==> src/rtl/pc_redirect_pkg.sv <==
// pc_redirect_pkg
// Shared definitions for the PC redirect sequencer:
//   - pcSrcSel_e : PC-source mux select encodings
//   - state_e    : sequencer states
//   - excCause_e : exception cause encodings reported on exc_cause
//   - default exception vector byte addresses
//   - width of the vector-fetch wait counter
package pc_redirect_pkg;

    typedef enum logic [2:0] {
        SEL_PC4    = 3'b000,  // ALU direct (PC+4)
        SEL_ALUOUT = 3'b001,  // branch target
        SEL_JUMP   = 3'b010,  // jump target
        SEL_VECTOR = 3'b011,  // sign-extended vector byte from memory
        SEL_EPC    = 3'b100   // return from exception
    } pcSrcSel_e;

    typedef enum logic [2:0] {
        IDLE,
        REDIRECT,
        EXC_SAVE,
        EXC_FETCH,
        EXC_LOAD
    } state_e;

    typedef enum logic [1:0] {
        CAUSE_NONE     = 2'b00,
        CAUSE_OPCODE   = 2'b01,
        CAUSE_OVERFLOW = 2'b10,
        CAUSE_DIVZERO  = 2'b11
    } excCause_e;

    localparam logic [7:0] VEC_OPCODE_DEF   = 8'd253;
    localparam logic [7:0] VEC_OVERFLOW_DEF = 8'd254;
    localparam logic [7:0] VEC_DIVZERO_DEF  = 8'd255;

    // Holds MEM_LATENCY values 1..4.
    localparam int unsigned WAIT_CNT_W = 3;

endpackage

==> src/rtl/pc_redirect_wait_cnt.sv <==
// pc_redirect_wait_cnt
// Loadable down-counter timing the exception-vector memory fetch.
// Ports:
//   clk       in   clock, rising edge
//   reset     in   asynchronous, active-low
//   load      in   load loadValue (takes priority over dec)
//   dec       in   decrement by one (saturates at zero)
//   loadValue in   WIDTH  value to load
//   fetchDone out  high while the count equals 1 (last fetch cycle)
module pc_redirect_wait_cnt #(
    parameter int unsigned WIDTH = 3
) (
    input  logic             clk,
    input  logic             reset,
    input  logic             load,
    input  logic             dec,
    input  logic [WIDTH-1:0] loadValue,
    output logic             fetchDone
);

    logic [WIDTH-1:0] count;

    always_ff @(posedge clk or negedge reset) begin
        if (!reset) begin
            count <= '0;
        end else if (load) begin
            count <= loadValue;
        end else if (dec && (count != '0)) begin
            count <= count - WIDTH'(1);
        end
    end

    assign fetchDone = (count == WIDTH'(1));

endmodule

==> src/rtl/pc_redirect_ctrl.sv <==
// pc_redirect_ctrl
// Next-PC sequencer for the multicycle datapath: chooses the PC source,
// pulses pc_write, saves EPC and fetches the exception vector byte.
// Ports:
//   clk            in   clock, rising edge
//   reset          in   asynchronous, active-low
//   req_valid      in   request strobe, sampled only while ready=1
//   req_inc/req_branch/req_jump/req_rte  in  normal redirect kinds
//   exc_opcode/exc_overflow/exc_divzero  in  exception causes
//   ready          out  high in IDLE only
//   pc_source_sel  out  3  PC mux select (see pcSrcSel_e)
//   pc_write       out  one-cycle PC load pulse
//   epc_write      out  one-cycle EPC capture pulse
//   mem_read       out  vector fetch request
//   vec_addr       out  8  vector byte address, valid while mem_read=1
//   exc_cause      out  2  last exception cause, held until next exception
//   done           out  one-cycle completion pulse
// Build option: define PC_REDIRECT_DIVZERO_EN to honour exc_divzero;
// otherwise it is ignored and cause 11 is never produced.
module pc_redirect_ctrl
    import pc_redirect_pkg::*;
#(
    parameter int unsigned MEM_LATENCY  = 1,
    parameter logic [7:0]  VEC_OPCODE   = VEC_OPCODE_DEF,
    parameter logic [7:0]  VEC_OVERFLOW = VEC_OVERFLOW_DEF,
    parameter logic [7:0]  VEC_DIVZERO  = VEC_DIVZERO_DEF
) (
    input  logic       clk,
    input  logic       reset,
    input  logic       req_valid,
    input  logic       req_inc,
    input  logic       req_branch,
    input  logic       req_jump,
    input  logic       req_rte,
    input  logic       exc_opcode,
    input  logic       exc_overflow,
    input  logic       exc_divzero,
    output logic       ready,
    output logic [2:0] pc_source_sel,
    output logic       pc_write,
    output logic       epc_write,
    output logic       mem_read,
    output logic [7:0] vec_addr,
    output logic [1:0] exc_cause,
    output logic       done
);

    state_e     state, nextState;
    pcSrcSel_e  selReg, selNext;
    logic [7:0] vecReg, vecNext;
    excCause_e  causeReg, causeNext;
    logic       fetchDone;

`ifndef PC_REDIRECT_DIVZERO_EN
    logic unusedDivzero;
    assign unusedDivzero = exc_divzero;
`endif

    pc_redirect_wait_cnt #(
        .WIDTH(WAIT_CNT_W)
    ) waitCnt (
        .clk      (clk),
        .reset    (reset),
        .load     (state == EXC_SAVE),
        .dec      (state == EXC_FETCH),
        .loadValue(WAIT_CNT_W'(MEM_LATENCY)),
        .fetchDone(fetchDone)
    );

    always_ff @(posedge clk or negedge reset) begin
        if (!reset) begin
            state    <= IDLE;
            selReg   <= SEL_PC4;
            vecReg   <= '0;
            causeReg <= CAUSE_NONE;
        end else begin
            state    <= nextState;
            selReg   <= selNext;
            vecReg   <= vecNext;
            causeReg <= causeNext;
        end
    end

    always_comb begin
        nextState = state;
        selNext   = selReg;
        vecNext   = vecReg;
        causeNext = causeReg;
        case (state)
            IDLE: begin
                if (req_valid) begin
                    if (exc_opcode) begin
                        nextState = EXC_SAVE;
                        causeNext = CAUSE_OPCODE;
                        vecNext   = VEC_OPCODE;
                    end else if (exc_overflow) begin
                        nextState = EXC_SAVE;
                        causeNext = CAUSE_OVERFLOW;
                        vecNext   = VEC_OVERFLOW;
`ifdef PC_REDIRECT_DIVZERO_EN
                    end else if (exc_divzero) begin
                        nextState = EXC_SAVE;
                        causeNext = CAUSE_DIVZERO;
                        vecNext   = VEC_DIVZERO;
`endif
                    end else if (req_rte) begin
                        nextState = REDIRECT;
                        selNext   = SEL_EPC;
                    end else if (req_jump) begin
                        nextState = REDIRECT;
                        selNext   = SEL_JUMP;
                    end else if (req_branch) begin
                        nextState = REDIRECT;
                        selNext   = SEL_ALUOUT;
                    end else if (req_inc) begin
                        nextState = REDIRECT;
                        selNext   = SEL_PC4;
                    end
                end
            end
            REDIRECT:  nextState = IDLE;
            EXC_SAVE:  nextState = EXC_FETCH;
            EXC_FETCH: if (fetchDone) nextState = EXC_LOAD;
            EXC_LOAD:  nextState = IDLE;
            default:   nextState = IDLE;
        endcase
    end

    // Outputs are pure decodes of registered state and latched fields.
    always_comb begin
        ready         = (state == IDLE);
        pc_write      = (state == REDIRECT) || (state == EXC_LOAD);
        done          = pc_write;
        epc_write     = (state == EXC_SAVE);
        mem_read      = (state == EXC_FETCH);
        vec_addr      = vecReg;
        exc_cause     = causeReg;
        pc_source_sel = SEL_PC4;
        if (state == REDIRECT) begin
            pc_source_sel = selReg;
        end else if (state == EXC_LOAD) begin
            pc_source_sel = SEL_VECTOR;
        end
    end

endmodule

==> config.mk <==
export PLATFORM = sky130hd
export DESIGN_NAME = pc_redirect_ctrl
export DESIGN_NICKNAME = d
export VERILOG_FILES = /design/src/rtl/pc_redirect_pkg.sv /design/src/rtl/pc_redirect_wait_cnt.sv /design/src/rtl/pc_redirect_ctrl.sv
export SDC_FILE = /design/constraint.sdc
export NUM_CORES = 1
export LEC_CHECK = 0
export BUFFER_PORTS_ARGS = -buffer_cell sky130_fd_sc_hd__buf_2
export CAP_MARGIN = 30
export CORE_UTILIZATION = 47
export DETAILED_ROUTE_END_ITERATION = 7
export GPL_TIMING_DRIVEN = 0
export PLACE_DENSITY = 0.76
export SLEW_MARGIN = 20
export SYNTH_ARGS = -nofsm -noshare
export SYNTH_HDL_FRONTEND = slang
export SYNTH_HIERARCHICAL = 1
export SYNTH_SLANG_ARGS = --single-unit
export TNS_END_PERCENT = 30
==> constraint.sdc <==
create_clock -name clk -period 1.99 [get_ports clk]
set_input_delay 0 -clock clk [delete_from_list [all_inputs] [get_ports clk]]
set_output_delay 0 -clock clk [all_outputs]
set_load 0.01 [all_outputs]
# Word level (Yosys, flattened, before mapping)
# Index checks and enable logic that the tools add are counted.
[totals]
register_bits = 19
in_bits = 10
output_inout_bits = 18
word_cells = 47
[classes]
add_sub_neg = 1
n_eq_ne = 8
muxes = 21
bitwise_logic = 2
reduce_logical = 10
[ops]
columns = ["cell", "count"]
rows = [
  ["3-bit two-way mux", 15],
  ["8-bit two-way mux", 2],
  ["3-bit one-hot mux with 3 select lines", 1],
  ["7-bit != test (second input constant)", 1],
  ["3-bit by 1-bit == test with 1-bit output (second input constant)", 2],
  ["3-bit by 2-bit == test with 1-bit output (second input constant)", 2],
  ["2-bit two-way mux", 3],
  ["3-bit AND reduction", 2],
  ["5-bit AND reduction", 1],
  ["2-bit != test (second input constant)", 2],
  ["2-bit nonzero test", 2],
  ["4-bit nonzero test", 1],
  ["3-bit == test (second input constant)", 1],
  ["3-bit zero test", 1],
  ["3-bit nonzero test", 1],
  ["3-bit by 1-bit subtractor with 3-bit output (second input constant)", 1],
  ["1-bit NOT", 2],
  ["1-bit logical AND", 1],
  ["1-bit logical OR", 1],
]

# Depth between registers and ports, before layout
[depth]
word_depth = 8
depth_mapped = 6
depth_no_buf = 6

# By module
# Netlist, hierarchy kept.
[modules_own_cells]
columns = ["module", "instances", "cells_each", "area_each_um2", "seq_area_each_um2"]
rows = [
  ["pc_redirect_ctrl", 1, 59, 555.5, 225.2],
  ["pc_redirect_wait_cnt", 1, 24, 221.5, 75.1],
]

# Worst setup path after synthesis
# Ideal clock, no wire load.
[synth_path]
kind = "register -> register"
start = "register state[0]"
end = "register vecReg[0] (netlist: vec_addr[0])"
setup_time_ps = 128
t_arrival_ps = 1404
t_required_ps = 1862
path_slack_ps = 458
stages_incl_launch_ff = 4
n_path_buf = 0
synth_period_minus_slack_ps = 1532
cell_sequence = "dfrtp_1 > or4b_4 > nor2_4 > mux2_1"
[synth_between]
elab_chain_cells = 2
[synth_lines]
columns = ["element", "line_no", "text"]
rows = [
  ["start, declared", "pc_redirect_ctrl.sv:48", "state_e state, nextState;"],
  ["start signal, assigned", "pc_redirect_ctrl.sv:77", "state <= nextState;"],
  ["3-bit zero test", "pc_redirect_ctrl.sv:89", "case (state)"],
  ["3-bit AND reduction (no line)", "n/a", ""],
  ["end signal, assigned", "pc_redirect_ctrl.sv:79", "vecReg <= vecNext;"],
  ["end, declared", "pc_redirect_ctrl.sv:50", "logic [7:0] vecReg, vecNext;"],
]
# No other way between the ends.
# A chain may end at the register's enable or synchronous reset.

# Worst setup path in the final report
[layout_path]
start = "register state[1]"
end = "output port epc_write"
[layout_between]
elab_chain_cells = 1
[layout_lines]
columns = ["element", "line_no", "text"]
rows = [
  ["3-bit by 2-bit == test with 1-bit output", "pc_redirect_ctrl.sv:134", "epc_write = (state == EXC_SAVE);"],
  ["end, declared", "pc_redirect_ctrl.sv:41", "output logic epc_write,"],
]
# No other way between the ends.

==> flow_metrics.py <==
metrics = {
    "placement": {
        "io_buffers": 26,
        "dp_cells": 126,
        "routabilityCongestion": 0.707,
        "place_hpwl_um": 1200,
    },
    "die": {
        "die_w_um": 42.7,
        "ios": 28,
        "core_region_area_um2": 1520,
        "initial_core_util_pct": 51.0,
        "die_h_um": 42.7,
        "dieArea_um2": 1820,
        "fp-row-count": 14,
    },
    "final_layout": {
        "final_nets": 131,
        "syn2layout_area_growth_pct": 28.3,
        "instances_no_fill": 133,
        "multi_input_area_um2": 398,
        "nFillCells": 122,
        "most-common-layout-cells": "buf_2, dfrtp_1, buf_4",
        "drive_above_1_share_pct": 41.9,
        "regArea_um2": 300,
        "post-route-util_pct": 65.4,
        "mostFrequentLayoutCell": "buf_2",
        "antenna_cells": 0,
    },
    "logic_synthesis": {
        "synthXorXnorAreaFrac_pct": 0,
        "ys_ff_latch": 12,
        "synth_cell_types": 34,
        "synth_ff_type": "dfrtp_1",
        "avgSynthCellArea_um2": 9.36,
        "ys_seq_area_share_pct": 38.6,
        "synth_simple_gate_area_share_pct": 24.8,
        "synthMuxAreaShare_pct": 4.03,
        "synth_top_family_by_area": "simple AND/OR/NAND/NOR gates",
        "synthAdderAreaFrac_pct": 4.83,
        "synth_compound_area_share_pct": 16.1,
        "synthesis.area_um2": 777,
        "yosysWarnings": 6,
        "netlist_instances": 83,
        "synth_edf_count": 0,
        "synth_async_sr_flop_share_pct": 100,
    },
    "grt": {
        "globalRouteMet3Util_pct": 8.51,
        "grt_pass1_wl_um": 2590,
        "grt_max_degree": 13,
        "grtUsageMet1_pct": 19.7,
        "grt_use_total_pct": 19.4,
        "overflow": 0,
        "grt-busiest-layer": "met2",
        "use_met2_pct": 34.5,
        "grt_pass1_vias": 666,
        "antenna_found_initial": 0,
    },
    "hold_path": {
        "hp-class": "in2reg",
    },
    "detailed_routing": {
        "post_drt_wl_per_cell_um": 11.7,
        "vias": 696,
        "first_pass_iters": 4,
        "vias_per_cell": 5.23,
        "drt_first_iter_violations": 6,
        "drc": 0,
        "ant_nets": 0,
        "routed_wl_um": 1550,
    },
    "setup_path": {
        "worstPathArrival_ns": 1.75,
        "slowest_delay_ns": 0.70,
        "critPathMaxFanout": 10,
        "crit_type": "reg2out",
        "end_kind": "output port",
        "cp.required_ns": 1.99,
        "cp_cell_sequence": "buf_4 > nor3b_1 > buf_2",
        "slowest_stage": "nor3b_1",
        "critPathLaunchType": "flip-flop",
    },
    "timing": {
        "fin_crit_sh_pct": 88.1,
        "period_needed_ns": 1.75,
        "setup_violations": 0,
        "max_freq_ghz": 0.570,
        "tns_ns": 0,
        "slew-limit-headroom_pct": 44.5,
        "hold_violations": 0,
        "fin_skew_ns": 0.00333,
        "tightest_slew_ns": 0.831,
        "drv_slew": 0,
        "rsz0062_at_grt": "false",
        "holdWs_ns": 0.0180,
    },
    "power": {
        "powerDensity_nw_per_um2": 1470,
        "leakagePower_uw": 0.000490,
        "ir_drop_uv": 892,
    },
    "clock_tree": {
        "cts.clk_slew.worst_paths_ns": 0.08,
        "cts_root_buf": "clkbuf_4",
        "cts.sinks": 12,
        "clk_latency_ns": 0.28,
        "cts_tree": "done",
        "h-tree-depth": 1,
        "cts.path.max_buffers": 2,
        "cts_buffers": 3,
    },
    "flow_run": {
        "cap_violations": 0,
    },
    "status": {
        "status": "completed",
    },
}
==> power by group <==
group          internal [µW]  switching (µW)  total [µW]
Clock                    111            87.2         199
Sequential               355            98.9         454
Combinational            402             415         818
Total                    868             602        1470
==> state kept, by name (all words and copies together) (netlist names) <==
| signal | flops |
|---|---|
| selReg | 3 |
| waitCnt/count | 3 |
| vec_addr | 3 |
| state | 3 |
==> logic make-up (layout without fill, tap and decap cells) <==
| logic type | count (synthesis) | count (layout) |
|---|---|---|
| AND/OR/NAND/NOR | 32 | 32 |
| AO/OA/AOI/OAI | 18 | 18 |
| buffers and inverters | 13 | 46 |
| flip-flops | 12 | 12 |
| adder cells (fa/ha/maj) | 3 | 3 |
| multiplexers | 3 | 3 |
| other | 2 | 3 |
==> layout make-up <==
cell class / instances / area share, %
Buffer: 9 / 6.78
Sequential cell: 12 / 30.1
Timing Repair Buffer: 29 / 16.1
Tap cell: 16 / 2.01
Inverter: 4 / 1.51
Clock buffer: 4 / 3.64
Multi-Input combinational cell: 59 / 39.9
==> worst max-delay path, delay by kind of cell (launching register included) <==
| family | cells | cell delay (ns) |
|---|---|---|
| simple gates | 1 | 0.70 |
| buf+inv | 2 | 0.43 |
| flops | 1 | 0.35 |
==> timing repair <==
| action | in CTS | in global routing |
|---|---|---|
| gates resized for setup | 0 | 0 |
| hold endpoints to repair | 16 | 0 |
| hold buffers | 3 | 0 |
| setup buffers | 0 | 0 |
==> synth_stat cells (2+ instances only) <==
cell type  count  area share [%]
nand3_1        2             1.3
o21ai_0        3             1.9
a21oi_1        5             3.2
nor2_1         8             3.9
mux2i_1        2             2.6
conb_1         2            0.97
buf_4          9             8.7
or2_2          2             1.6
inv_1          4             1.9
dfrtp_1       12              39
ha_1           3             4.8
nor2b_1        2             1.6
nor3b_1        2             1.9
o311ai_0       2             2.3
nand2_1        6             2.9
==> layer usage <==
layer	vias to the layer above	wire length [µm]
met5	-	0
met4	0	6
met3	2	83
met2	25	776
met1	322	684
li1	347	-
==> worst paths after layout <==
check	from	end	slack (ns)	depth (start not counted)
worst min-delay path	req_branch	selReg[0]	0.02	2
worst min register to register	selReg[2]	selReg[2]	0.51	1
worst max register to register	state[1]	waitCnt/count[0]	0.34	5
max in group asynchronous	reset	vec_addr[0]	1.64	2
min in group asynchronous	reset	state[1]	0.13	2
worst max-delay path	state[1]	epc_write	0.24	3
==> metrics by stage <==
step | cell area (µm²) | total power [µW] | setup slack [ns]
6_report | 997 | 1470 | 0.237
5_1_grt | 997 | 1600 | 0.138
4_1_cts | 997 | 1480 | 0.224
3_5_place_dp | 931 | 1270 | 0.370
3_3_place_gp | 931 | 1230 | 0.387
2_1_floorplan | 781 | 1020 | 0.458
Note: power is estimated with default switching activity, not from simulation.
